**config.mk**
```make
export PLATFORM = sky130hd
export DESIGN_NAME = sid_osc_bank
export DESIGN_NICKNAME = d
export VERILOG_FILES = /design/src/rtl/sid_osc_bank.sv
export SDC_FILE = /design/constraint.sdc
export NUM_CORES = 1
export LEC_CHECK = 0
export ABC_AREA = 1
export CAP_MARGIN = 20
export CORE_ASPECT_RATIO = 1.75
export CORE_UTILIZATION = 50
export DETAILED_ROUTE_END_ITERATION = 16
export PLACE_DENSITY_LB_ADDON = 0.2
export SYNTH_ARGS = -nofsm -noshare
export SYNTH_HDL_FRONTEND = slang
export SYNTH_SLANG_ARGS = --single-unit
export TNS_END_PERCENT = 1
```
**constraint.sdc**
```tcl
create_clock -name CLK -period 16.8 [get_ports CLK]
set_clock_uncertainty 0.15 [all_clocks]
set_input_delay 3.36 -clock CLK [delete_from_list [all_inputs] [get_ports CLK]]
set_output_delay 3.36 -clock CLK [all_outputs]
set_load 0.01 [all_outputs]
```
**src/rtl/sid_osc_bank.sv**
```systemverilog
// Time-multiplexed SID oscillator bank: one shared phase/LFSR/waveform datapath swept over all voices per CLKen tick.
// Optional feature macro: SID_BANK_RINGSYNC_EN enables ring modulation and hard sync between neighbouring voices.
module sid_osc_bank #(
  parameter int unsigned NUM_VOICES = 3,
  parameter int unsigned ACC_WIDTH  = 24,
  parameter int unsigned BASE_ADDR  = 0,
  parameter int unsigned REG_STRIDE = 7
) (
  input  logic                    CLK,
  input  logic                    RST,
  input  logic                    CLKen,
  input  logic                    WR,
  input  logic [4:0]              ADDR,
  input  logic [7:0]              DATA,
  output logic [12*NUM_VOICES-1:0] OUTPUT,
  output logic [NUM_VOICES-1:0]   MSBOUT,
  output logic                    VALID,
  output logic                    BUSY,
  output logic                    OVERRUN
);

  localparam int unsigned SW   = (NUM_VOICES > 1) ? $clog2(NUM_VOICES) : 1;
  localparam int unsigned TAP  = ACC_WIDTH - 5;
  localparam logic [SW-1:0] LAST = SW'(NUM_VOICES - 1);
  localparam logic [22:0] LFSR_SEED = 23'h7FFFFF;

  // Control register bit positions (stored as DATA[7:1])
  localparam int unsigned C_SYNC  = 0;
  localparam int unsigned C_RING  = 1;
  localparam int unsigned C_TEST  = 2;
  localparam int unsigned C_TRI   = 3;
  localparam int unsigned C_SAW   = 4;
  localparam int unsigned C_PULSE = 5;
  localparam int unsigned C_NOISE = 6;

  typedef enum logic {IDLE, SWEEP} state_t;

  state_t           state, state_nx;
  logic [SW-1:0]    slot, slot_nx;
  logic             valid_nx, busy_nx, overrun_nx, snap;

  logic [15:0]          freq  [NUM_VOICES];
  logic [11:0]          pw    [NUM_VOICES];
  logic [6:0]           ctrl  [NUM_VOICES];
  logic [ACC_WIDTH-1:0] phase [NUM_VOICES];
  logic [22:0]          lfsr  [NUM_VOICES];
  logic [11:0]          wave  [NUM_VOICES];

  logic [6:0]           c;
  logic [ACC_WIDTH-1:0] cur_phase, new_phase;
  logic [22:0]          new_lfsr;
  logic [11:0]          top, saw_w, pulse_w, tri_w, noise_w, mix;
  logic                 ring_msb, sync_hit;

  function automatic logic hit(input logic [4:0] a, input int unsigned v, input int unsigned k);
    return {27'd0, a} == 32'(BASE_ADDR + v * REG_STRIDE + k);
  endfunction

  // Bus register file
  always_ff @(posedge CLK or posedge RST) begin
    if (RST) begin
      for (int unsigned v = 0; v < NUM_VOICES; v++) begin
        freq[v] <= '0;
        pw[v]   <= 12'h800;
        ctrl[v] <= '0;
      end
    end else if (WR) begin
      for (int unsigned v = 0; v < NUM_VOICES; v++) begin
        if (hit(ADDR, v, 0)) freq[v][7:0]  <= DATA;
        if (hit(ADDR, v, 1)) freq[v][15:8] <= DATA;
        if (hit(ADDR, v, 2)) pw[v][7:0]    <= DATA;
        if (hit(ADDR, v, 3)) pw[v][11:8]   <= DATA[3:0];
        if (hit(ADDR, v, 4)) ctrl[v]       <= DATA[7:1];
      end
    end
  end

  assign c = ctrl[slot];

`ifdef SID_BANK_RINGSYNC_EN
  logic [NUM_VOICES-1:0] msb_prev;
  logic [SW-1:0]         src;

  // Source v-1 is already updated this sweep; for slot 0 its MSB is still the pre-sweep value.
  assign src      = (slot == '0) ? LAST : slot - SW'(1);
  assign sync_hit = c[C_SYNC] & msb_prev[src] & ~MSBOUT[src];
  assign ring_msb = c[C_RING] & MSBOUT[src];

  always_ff @(posedge CLK or posedge RST) begin
    if (RST)       msb_prev <= '0;
    else if (snap) msb_prev <= MSBOUT;
  end
`else
  logic unused_ringsync;
  assign sync_hit        = 1'b0;
  assign ring_msb        = 1'b0;
  assign unused_ringsync = ^{c[C_RING], c[C_SYNC], snap};
`endif

  // Shared per-slot datapath
  always_comb begin
    cur_phase = phase[slot];
    if (c[C_TEST])     new_phase = '0;
    else if (sync_hit) new_phase = '0;
    else               new_phase = cur_phase + ACC_WIDTH'(freq[slot]);

    new_lfsr = lfsr[slot];
    if (c[C_TEST])
      new_lfsr = LFSR_SEED;
    else if (!cur_phase[TAP] && new_phase[TAP])
      new_lfsr = {lfsr[slot][21:0], lfsr[slot][22] ^ lfsr[slot][21]};

    top     = new_phase[ACC_WIDTH-1 -: 12];
    saw_w   = top;
    pulse_w = (top >= pw[slot]) ? 12'h000 : 12'hFFF;
    tri_w   = (new_phase[ACC_WIDTH-1] ^ ring_msb) ? new_phase[ACC_WIDTH-2 -: 12]
                                                  : ~new_phase[ACC_WIDTH-2 -: 12];
    noise_w = {new_lfsr[20], new_lfsr[18], new_lfsr[14], new_lfsr[11],
               new_lfsr[9], new_lfsr[5], new_lfsr[2], new_lfsr[0], 4'b0000};

    mix = 12'hFFF;
    if (c[C_NOISE]) mix = mix & noise_w;
    if (c[C_PULSE]) mix = mix & pulse_w;
    if (c[C_SAW])   mix = mix & saw_w;
    if (c[C_TRI])   mix = mix & tri_w;
  end

  // Voice state and output slices, written back one slot per cycle
  always_ff @(posedge CLK or posedge RST) begin
    if (RST) begin
      for (int unsigned v = 0; v < NUM_VOICES; v++) begin
        phase[v] <= '0;
        lfsr[v]  <= LFSR_SEED;
        wave[v]  <= '0;
      end
      MSBOUT <= '0;
    end else if (state == SWEEP) begin
      phase[slot]  <= new_phase;
      lfsr[slot]   <= new_lfsr;
      wave[slot]   <= ~mix;
      MSBOUT[slot] <= new_phase[ACC_WIDTH-1];
    end
  end

  for (genvar g = 0; g < NUM_VOICES; g++) begin : g_out
    assign OUTPUT[12*g +: 12] = wave[g];
  end

  always_ff @(posedge CLK or posedge RST) begin
    if (RST) begin
      state   <= IDLE;
      slot    <= '0;
      VALID   <= 1'b0;
      BUSY    <= 1'b0;
      OVERRUN <= 1'b0;
    end else begin
      state   <= state_nx;
      slot    <= slot_nx;
      VALID   <= valid_nx;
      BUSY    <= busy_nx;
      OVERRUN <= overrun_nx;
    end
  end

  // Sweep sequencer
  always_comb begin
    state_nx   = state;
    slot_nx    = slot;
    valid_nx   = 1'b0;
    overrun_nx = OVERRUN;
    snap       = 1'b0;
    case (state)
      IDLE: begin
        if (CLKen) begin
          state_nx = SWEEP;
          slot_nx  = '0;
          snap     = 1'b1;
        end
      end
      SWEEP: begin
        if (CLKen) overrun_nx = 1'b1;
        if (slot == LAST) begin
          state_nx = IDLE;
          slot_nx  = '0;
          valid_nx = 1'b1;
        end else begin
          slot_nx = slot + SW'(1);
        end
      end
      default: state_nx = IDLE;
    endcase
    busy_nx = (state_nx == SWEEP);
  end

endmodule

```
==> results of run 1 <==
## final cells by class
class	count	area, um2
clock inverters	8	71.3
clock buffers	40	816
well taps	373	467
multi-input cells	1290	6190
inverters	149	567
repair buffers	71	716
fillers	2644	12000
flip-flops and latches	281	7120
## critical path, stage by stage, from the launching register on
cell and delay, ns:
dfrtp_1 0.51, inv_2 0.18, nand2_4 0.42, inv_2 0.53, a221oi_1 0.60, inv_1 0.10
ha_1 0.29, nand2_1 0.06, a21oi_1 0.33, nand2_1 0.10, nand3_1 0.13, nand2_2 0.09
nand2_4 0.14, nand3_4 0.09, nand2_4 0.10, inv_2 0.05, nor2_4 0.30, ha_1 0.31
nand2_1 0.09, nor2_1 0.05, a211oi_1 0.16, nand4_1 0.10, nand2_1 0.22, nand2_1 0.17
a21oi_1 0.19, nand2_2 0.09, nand2_1 0.08, nand2_1 0.07
## worst max-delay path by stage
stage	startpoint	end	depth (start not counted)
floorplan	RST	MSBOUT[0]	1
global route	slot[0]	OUTPUT[31]	28
CTS	slot[1]	OUTPUT[8]	29
global placement	slot[0]	OUTPUT[20]	30
detailed placement	slot[1]	OUTPUT[20]	29
finish	slot[1]	OUTPUT[14]	27
## power breakdown
group          total (uW)  internal, uW  switching (uW)
sequential           1030           931             104
combinational        1390           436             950
clock                 613           350             263
## metal layers
layer  vias up  wire, um  global-route usage
met5         -         0                   0
met4         0      1670               0.125
met3        88      1150              0.0256
met2       245     19600               0.496
met1      5762     15300               0.314
li1       5843         -                   -
## state kept, by name, summed over array words and instances (netlist names)
signal,count
MSBOUT,3
lfsr,69
freq,48
ctrl,15
phase,69
slot,2
OVERRUN,1
VALID,1
state,1
pw,36
OUTPUT,36
## cells in the mapped netlist, drive strengths merged
| master | n |
|---|---|
| a21oi | 45 |
| a22o | 6 |
| buf | 35 |
| o211ai | 5 |
| nor3 | 10 |
| a211oi | 1 |
| xnor2 | 2 |
| a221oi | 3 |
| nor2 | 53 |
| nand3 | 97 |
| and3 | 1 |
| clkinv | 1 |
| xor2 | 1 |
| inv | 148 |
| a31oi | 1 |
| clkbuf | 58 |
| o221ai | 23 |
| nand3b | 4 |
| dfstp | 72 |
| fa | 1 |
| a22oi | 4 |
| o21bai | 1 |
| o21ai | 241 |
| dfrtp | 209 |
| ha | 28 |
| or2 | 1 |
| a21boi | 1 |
| nand2 | 743 |
| nand4 | 16 |
| and2 | 2 |
## per-stage QoR
| step | power [uW] | worst slack (ns) | cells | cell area (um2) | hold WS [ns] |
|---|---|---|---|---|---|
| 5_1_grt | 3260 | 10.47 | 2212 | 16000 | 0.330 |
| 3_3_place_gp | 2380 | 11.16 | 2162 | 15000 | 0.305 |
| 3_5_place_dp | 2410 | 10.99 | 2162 | 15000 | 0.308 |
| 4_1_cts | 3040 | 10.99 | 2210 | 15900 | 0.320 |
| 6_report | 3030 | 10.92 | 2212 | 16000 | 0.318 |
| 2_1_floorplan | 1980 | 5.66 | 1813 | 14300 | 0.298 |
## logic make-up after synthesis
group,Yosys count,share of synthesized area
AOI/OAI and AO/OA,331,0.128
xor gates and xnor gates,3,0.00184
adders and majority gates,29,0.0259
buffers and inverters,242,0.0702
DFF,281,0.498
and+or+nand+nor,927,0.275
==> flow_summary_export.csv, run 1 <==
group,metric,value,unit
critical_path,path_max_fanout,45,
floorplanning,ios,59,
timing,rsz0062_at_grt,"false",
cts,cts_tree,"yes",
pwr,powerDensity,190,mW/mm2
timing,drv_slew,0,
detailed_routing,vias,11900,
floorplanning,die_x,130,um
critical_path,r2r_start,"slot[1]",
cts,cts_hold_buf,0,
floorplanning,die_area,0.0293,mm2
cts,cts_root_buffer,"clkbuf_16",
critical_path,arrival,6.16,ns
yosys,synth_area_leader_cell,"dfrtp_1",
layout,mostFrequentLayoutCells,"nand2_1, o21ai_0, dfrtp_1",
yosys,syn_nets,1859,
min_path,hold_depth,2,
critical_path,crit_path_start_kind,"register",
global_routing,grt_usage,0.271,
detailed_routing,final_antenna_net_count,0,
yosys,ys_ff_latch,281,
cts,cts-resized-gates,0,
yosys,yosysSeqAreaShare,0.498,
placement,place.gp.congestion,0.866,
global_routing,grt_pass1_vias,11800,
min_path,hp-class,"reg -> reg",
cts,numClockSinks,281,
yosys,netlist.area_leader.share,0.366,
detailed_routing,drt_pass1_iterations,7,
layout,antenna_cells,0,
detailed_routing,drc,0,
yosys,syn_inst,1813,
layout,drive_gt1_frac,0.112,
floorplanning,initial_core_util,0.511,
timing,finalSetupViolCount,0,
floorplanning,die_y,226,um
min_path,hold_path_end,"lfsr[65]",
layout,fin_nets,1865,
placement,hpwl,24.9,mm
critical_path,path_class,"reg -> reg",
timing,maxSlewHeadroom,0.331,
placement,io_buffer_count,58,
critical_path,endpoint_kind,"register",
timing,worstMarginPinSlew,1.00,ns
layout,final_common_cell,"nand2_1",
detailed_routing,wirelength,37.7,mm
min_path,worstHoldStart,"lfsr[65]",
critical_path,reg2reg_to,"OUTPUT[14]",
pwr,p_leak,0.00766,uW
cts,cts_made_buffers,26,
timing,finalSetupTns,0,ns
detailed_routing,wl_per_cell,17.1,um
layout,fin_util,0.570,
critical_path,rrSetupSlack,10.92,ns
yosys,yosysWarnings,0,
global_routing,grt_first_pass_wirelength,61.6,mm
global_routing,grt_max_degree,163,
cts,post_cts_buffers,0,
global_routing,overflow,0,
run_status,outcome,"finished, final reports clean",
timing,fin_crit_sh,0.350,
timing,fin_crit,5.88,ns
yosys,ys_top_cells_by_area,"dfrtp_1, nand2_1, dfstp_2, o21ai_0, inv_1",
floorplanning,core_area,0.0280,mm2
detailed_routing,routed_via_density,5.40,
yosys,syn_area,0.0143,mm2
cts,cts.reportedPaths.clkPinSlew,0.07,ns
timing,fmax,170,MHz
cts,clock_latency,0.56,ns
yosys,syn_area_per_cell,7.88,um2
critical_path,r2r_cells,27,
floorplanning,num_rows,81,
layout,syn2layout_area_growth,11.6,%
global_routing,antenna_found_initial,0,
detailed_routing,dr.first_iter.drc_count,781,
pwr,ir_drop,0.0971,mV
yosys,synth_cell_types,48,
cts,htree_levels,1,
cts,clk_path_buf_depth,3,
job,maxCapViolCount,0,
timing,hold_viol,0,
critical_path,cp.required,17.09,ns
Power figures use the tool's default switching activity.
==> run 2: changes to the inputs <==
clock period = 6.15 ns   (was 16.8 ns; I/O delays follow)
==> run 2 against run 1 <==
Against the previous run: register-to-register slack lost 10 ns; die area is the same; sequential share of layout area shrank 0.14 points; highest routed layer unchanged; power grew to 2.7 times the previous value; utilization grew 0.18 points; final area grew 0.31%.
==> flow_summary_export.csv, run 2 (synthesized netlist as in run 1, its figures left out) <==
group,metric,value,unit
layout,syn2layout_area_growth,12.0,%
detailed_routing,routed_via_density,5.44,
layout,fin_util,0.572,
critical_path,arrival,5.76,ns
timing,worstMarginPinSlew,1.01,ns
detailed_routing,wl_per_cell,17.3,um
run_status,outcome,"finished, final reports clean",
floorplanning,initial_core_util,0.511,
placement,place.gp.congestion,0.890,
layout,final_area,0.0160,mm2
min_path,hold_path_end,"lfsr[61]",
critical_path,endpoint_kind,"register",
floorplanning,die_y,226,um
cts,cts_hold_buf,0,
min_path,hp-class,"reg -> reg",
placement,hpwl,25.9,mm
critical_path,crit_family,"simple AND/OR/NAND/NOR gates",
layout,fin_nets,1870,
timing,finalSetupTns,0,ns
min_path,hold_depth,2,
cts,htree_levels,1,
cts,clock_latency,0.55,ns
timing,whs,0.318,ns
layout,multiInputGateArea,0.00619,mm2
pwr,ir_drop,0.224,mV
floorplanning,die_area,0.0293,mm2
critical_path,critical_path.max_stage_delay,0.75,ns
cts,cts.reportedPaths.clkPinSlew,0.07,ns
timing,fin_crit_sh,0.890,
timing,fin_crit,5.47,ns
pwr,powerDensity,521,mW/mm2
critical_path,cp_slowest_cell,"dfrtp_1",
placement,io_buffer_count,58,
floorplanning,die_x,130,um
global_routing,grt_pass1_vias,12000,
global_routing,antenna_found_initial,0,
timing,fmax,183,MHz
floorplanning,ios,59,
detailed_routing,dr.first_iter.drc_count,716,
layout,top_regs,"lfsr: 69 flops, phase: 69 flops, freq: 48 flops",
cts,cts_tree,"yes",
detailed_routing,vias,12100,
global_routing,grt_usage,0.275,
critical_path,cpMostUsedCell,"nand2_1",
cts,post_cts_buffers,0,
timing,drv_slew,0,
detailed_routing,final_antenna_net_count,0,
cts,clk_path_buf_depth,3,
cts,cts-resized-gates,0,
critical_path,cp.required,6.44,ns
floorplanning,core_area,0.0280,mm2
critical_path,r2r_cells,28,
job,maxCapViolCount,0,
global_routing,grt_max_degree,158,
critical_path,r2r_start,"slot[0]",
critical_path,path_max_fanout,26,
layout,seqCellArea,0.00712,mm2
layout,drive_gt1_frac,0.112,
critical_path,path_class,"reg -> reg",
global_routing,grt_first_pass_wirelength,62.1,mm
layout,mostFrequentLayoutCells,"nand2_1, o21ai_0, dfrtp_1",
pwr,p_leak,0.00768,uW
layout,final_common_cell,"nand2_1",
layout,antenna_cells,0,
cts,cts_made_buffers,26,
cts,numClockSinks,281,
detailed_routing,wirelength,38.3,mm
cts,cts_root_buffer,"clkbuf_16",
timing,maxSlewHeadroom,0.324,
timing,hold_viol,0,
timing,finalSetupViolCount,0,
placement,post_dp_cell_area,0.0151,mm2
critical_path,reg2reg_to,"OUTPUT[3]",
critical_path,rrSetupSlack,0.68,ns
critical_path,cp.buffers_inverters,4,
timing,rsz0062_at_grt,"false",
detailed_routing,drc,0,
detailed_routing,drt_pass1_iterations,5,
floorplanning,num_rows,81,
global_routing,overflow,0,
layout,fill_cells,2677,
min_path,worstHoldStart,"lfsr[61]",
critical_path,crit_path_start_kind,"register",
[run 2: report_power, final]
part / total [uW] / switching (uW) / leakage [uW] / internal, uW
Sequential: 2840 / 297 / 0.00348 / 2540
Clock: 1680 / 712 / 0.000433 / 969
Combinational: 3820 / 2600 / 0.00377 / 1220
[run 2: worst max-delay path by stage]
stage	from	end	slack, ns	cells past startpoint
5_1_grt	slot[0]	OUTPUT[25]	0.22	28
6_report	slot[0]	OUTPUT[3]	0.68	28
3_5_place_dp	slot[0]	OUTPUT[11]	0.78	28
4_1_cts	slot[0]	OUTPUT[11]	0.74	28
3_3_place_gp	slot[0]	OUTPUT[31]	0.93	30
2_1_floorplan	RST	MSBOUT[0]	1.11	1
[run 2: tightest hold or removal path, delay by kind of cell (launching register included)]
family | cells | cell delay [ns]
flops | 1 | 0.37
simple gates | 2 | 0.10
[run 2: routing by layer]
layer  up-vias  GRT usage  routed length [um]
li1       5860          -                   -
met1      5799      0.316               15000
met2       307      0.493               19800
met3        98     0.0291                1360
met4         0      0.147                2070
met5         -          0                   0
[run 2: final cells by class]
| class | instances | share of cell area |
|---|---|---|
| Clock buffer | 37 | 0.0464 |
| Clock inverter | 10 | 0.00845 |
| Sequential cell | 281 | 0.445 |
| Inverter | 149 | 0.0352 |
| Timing Repair Buffer | 76 | 0.0486 |
| Multi-Input combinational cell | 1290 | 0.387 |
| Tap cell | 373 | 0.0292 |
[run 2: metrics by stage]
| stage | total power, uW | setup WS (ns) | std cells |
|---|---|---|---|
| floorplan | 5410 | 1.11 | 1813 |
| global placement | 6550 | 0.932 | 2167 |
| detailed placement | 6650 | 0.781 | 2167 |
| CTS | 8360 | 0.742 | 2214 |
| global route | 8950 | 0.225 | 2216 |
| finish | 8340 | 0.675 | 2216 |
==> run 3: changes to the inputs <==
CTS_CLUSTER_SIZE = 20   (was not set)
TNS_END_PERCENT = 20   (was 1)
==> run 3 against run 2 <==
Against the previous run: clock-buffer cell count up 1; clock power hardly changed; setup slack worse by 0.0068 ns; via count hardly changed; fmax is 0.12% lower; final area about the same; combinational power hardly changed; first-iteration DRC count grew 4.9%; cell count barely moved; critical endpoint is now OUTPUT[1]; largest power group unchanged.
==> flow_summary_export.csv, run 3 (synthesized netlist as in run 1, its figures left out) <==
group,metric,value,unit
run_status,outcome,"finished, final reports clean",
critical_path,endpoint_kind,"register",
cts,cts_made_buffers,26,
global_routing,overflow,0,
detailed_routing,wirelength,38.2,mm
layout,seqCellArea,0.00712,mm2
cts,post_cts_buffers,0,
layout,fin_nets,1870,
pwr,powerDensity,520,mW/mm2
cts,cts-resized-gates,0,
layout,multiInputGateArea,0.00619,mm2
critical_path,startpoint,"slot[0]",
floorplanning,num_rows,81,
critical_path,arrival,5.76,ns
global_routing,grt_max_degree,158,
floorplanning,ios,59,
layout,drive_gt1_frac,0.113,
cts,cts_tree,"yes",
min_path,hp-class,"reg -> reg",
cts,cts_hold_buf,0,
timing,finalWorstSetupSlack,0.668,ns
critical_path,r2r_start,"slot[0]",
timing,fin_crit,5.48,ns
placement,io_buffer_count,58,
floorplanning,die_y,226,um
timing,maxSlewHeadroom,0.341,
detailed_routing,vias,12100,
timing,worstMarginPinSlew,0.988,ns
global_routing,grt_first_pass_wirelength,62.0,mm
floorplanning,die_x,130,um
cts,cts_root_buffer,"clkbuf_16",
floorplanning,core_area,0.0280,mm2
layout,antenna_cells,0,
cts,clock_latency,0.55,ns
detailed_routing,final_antenna_net_count,0,
cts,numClockSinks,281,
layout,mostFrequentLayoutCells,"nand2_1, o21ai_0, dfrtp_1",
min_path,hold_depth,2,
pwr,p_total,8320,uW
critical_path,cp_slowest_cell,"dfrtp_1",
floorplanning,die_area,0.0293,mm2
placement,hpwl,25.9,mm
job,maxCapViolCount,0,
detailed_routing,dr.first_iter.drc_count,751,
detailed_routing,routed_via_density,5.44,
global_routing,antenna_found_initial,0,
global_routing,grt_pass1_vias,12000,
critical_path,path_max_fanout,26,
min_path,worstHoldStart,"lfsr[50]",
cts,cts.reportedPaths.clkPinSlew,0.07,ns
layout,final_common_cell,"nand2_1",
detailed_routing,drc,0,
pwr,ir_drop,0.254,mV
timing,rsz0062_at_grt,"false",
timing,drv_slew,0,
global_routing,grt_usage,0.274,
cts,clk_path_buf_depth,3,
layout,fill_cells,2662,
floorplanning,initial_core_util,0.511,
pwr,clockPowerShare,0.200,
critical_path,r2r_cells,28,
pwr,p_leak,0.00768,uW
pwr,power.share.combinational,0.460,
cts,htree_levels,1,
timing,finalSetupTns,0,ns
placement,preCtsSetupSlack,0.781,ns
timing,hold_viol,0,
layout,syn2layout_area_growth,11.9,%
timing,finalSetupViolCount,0,
critical_path,cp.required,6.43,ns
pwr,p_int,4710,uW
timing,fin_crit_sh,0.891,
critical_path,path_class,"reg -> reg",
critical_path,crit_path_start_kind,"register",
detailed_routing,drt_pass1_iterations,5,
pwr,switchingPower,3610,uW
timing,fmax,182,MHz
critical_path,cpMostUsedCell,"nand2_1",
placement,place.gp.congestion,0.890,
layout,top_regs,"lfsr: 69 flops, phase: 69 flops, freq: 48 flops",
detailed_routing,wl_per_cell,17.2,um
critical_path,critical_path.max_stage_delay,0.73,ns
pwr,p_seq_frac,0.341,
pwr,swShare,0.434,
-- run 3: cell count changes in the layout (fill, tap and decap cells not counted) --
cell and change:
clkbuf_8 +2, clkinv_2 +1, clkinv_8 -1, bufinv_16 -1, inv_8 +1, clkbuf_1 -1
-- run 3: power by group through the flow --
stage | Combinational [uW] | Clock, uW | Sequential [uW]
final | 3820 | 1660 | 2830
after global routing | 4280 | 1760 | 2890
after CTS | 3800 | 1690 | 2840
after detailed placement | 3780 | 0 | 2870
after global placement | 3700 | 0 | 2850
after floorplan | 2590 | 0 | 2820
-- run 3: routing by layer --
metal  GRT usage  vias to the layer above  wire, um
met3      0.0253                      101      1390
met5           0                        -         0
li1            -                     5856         -
met4       0.147                        0      2090
met1       0.316                     5794     15000
met2       0.494                      303     19700
-- run 3: area by class of cell --
| class | count | share of cell area |
|---|---|---|
| timing repair buffer | 76 | 0.0487 |
| tap | 373 | 0.0292 |
| inverter | 149 | 0.0352 |
| clock inverter | 10 | 0.00657 |
| sequential | 281 | 0.445 |
| clock buffer | 38 | 0.0480 |
| multi-input combinational | 1290 | 0.387 |
-- run 3: worst max-delay path, delay by kind of cell (launching register included) --
kind | cells | cell delay [ns]
and+or+nand+nor | 18 | 2.17
AOI/OAI and AO/OA | 4 | 1.03
DFF | 1 | 0.73
buffers and inverters | 4 | 0.66
adders and majority gates | 2 | 0.60
-- run 3: final timing paths --
| path | endpoint | slack [ns] |
|---|---|---|
| hold / removal | lfsr[50] | 0.32 |
| setup / recovery | OUTPUT[1] | 0.67 |
| min in group asynchronous | OUTPUT[29] | 0.81 |
| hold reg to reg | lfsr[50] | 0.32 |
| setup reg to reg | OUTPUT[1] | 0.67 |
| max in group asynchronous | phase[4] | 3.93 |
-- run 3: metrics by stage --
stage	instance area [um2]	util	std cells	hold WS [ns]
after floorplan	14300	-	1813	0.298
after global routing	16000	0.572	2217	0.327
final	16000	0.572	2217	0.317
after global placement	15100	0.539	2167	0.305
after CTS	16000	0.570	2215	0.320
after detailed placement	15100	0.539	2167	0.308
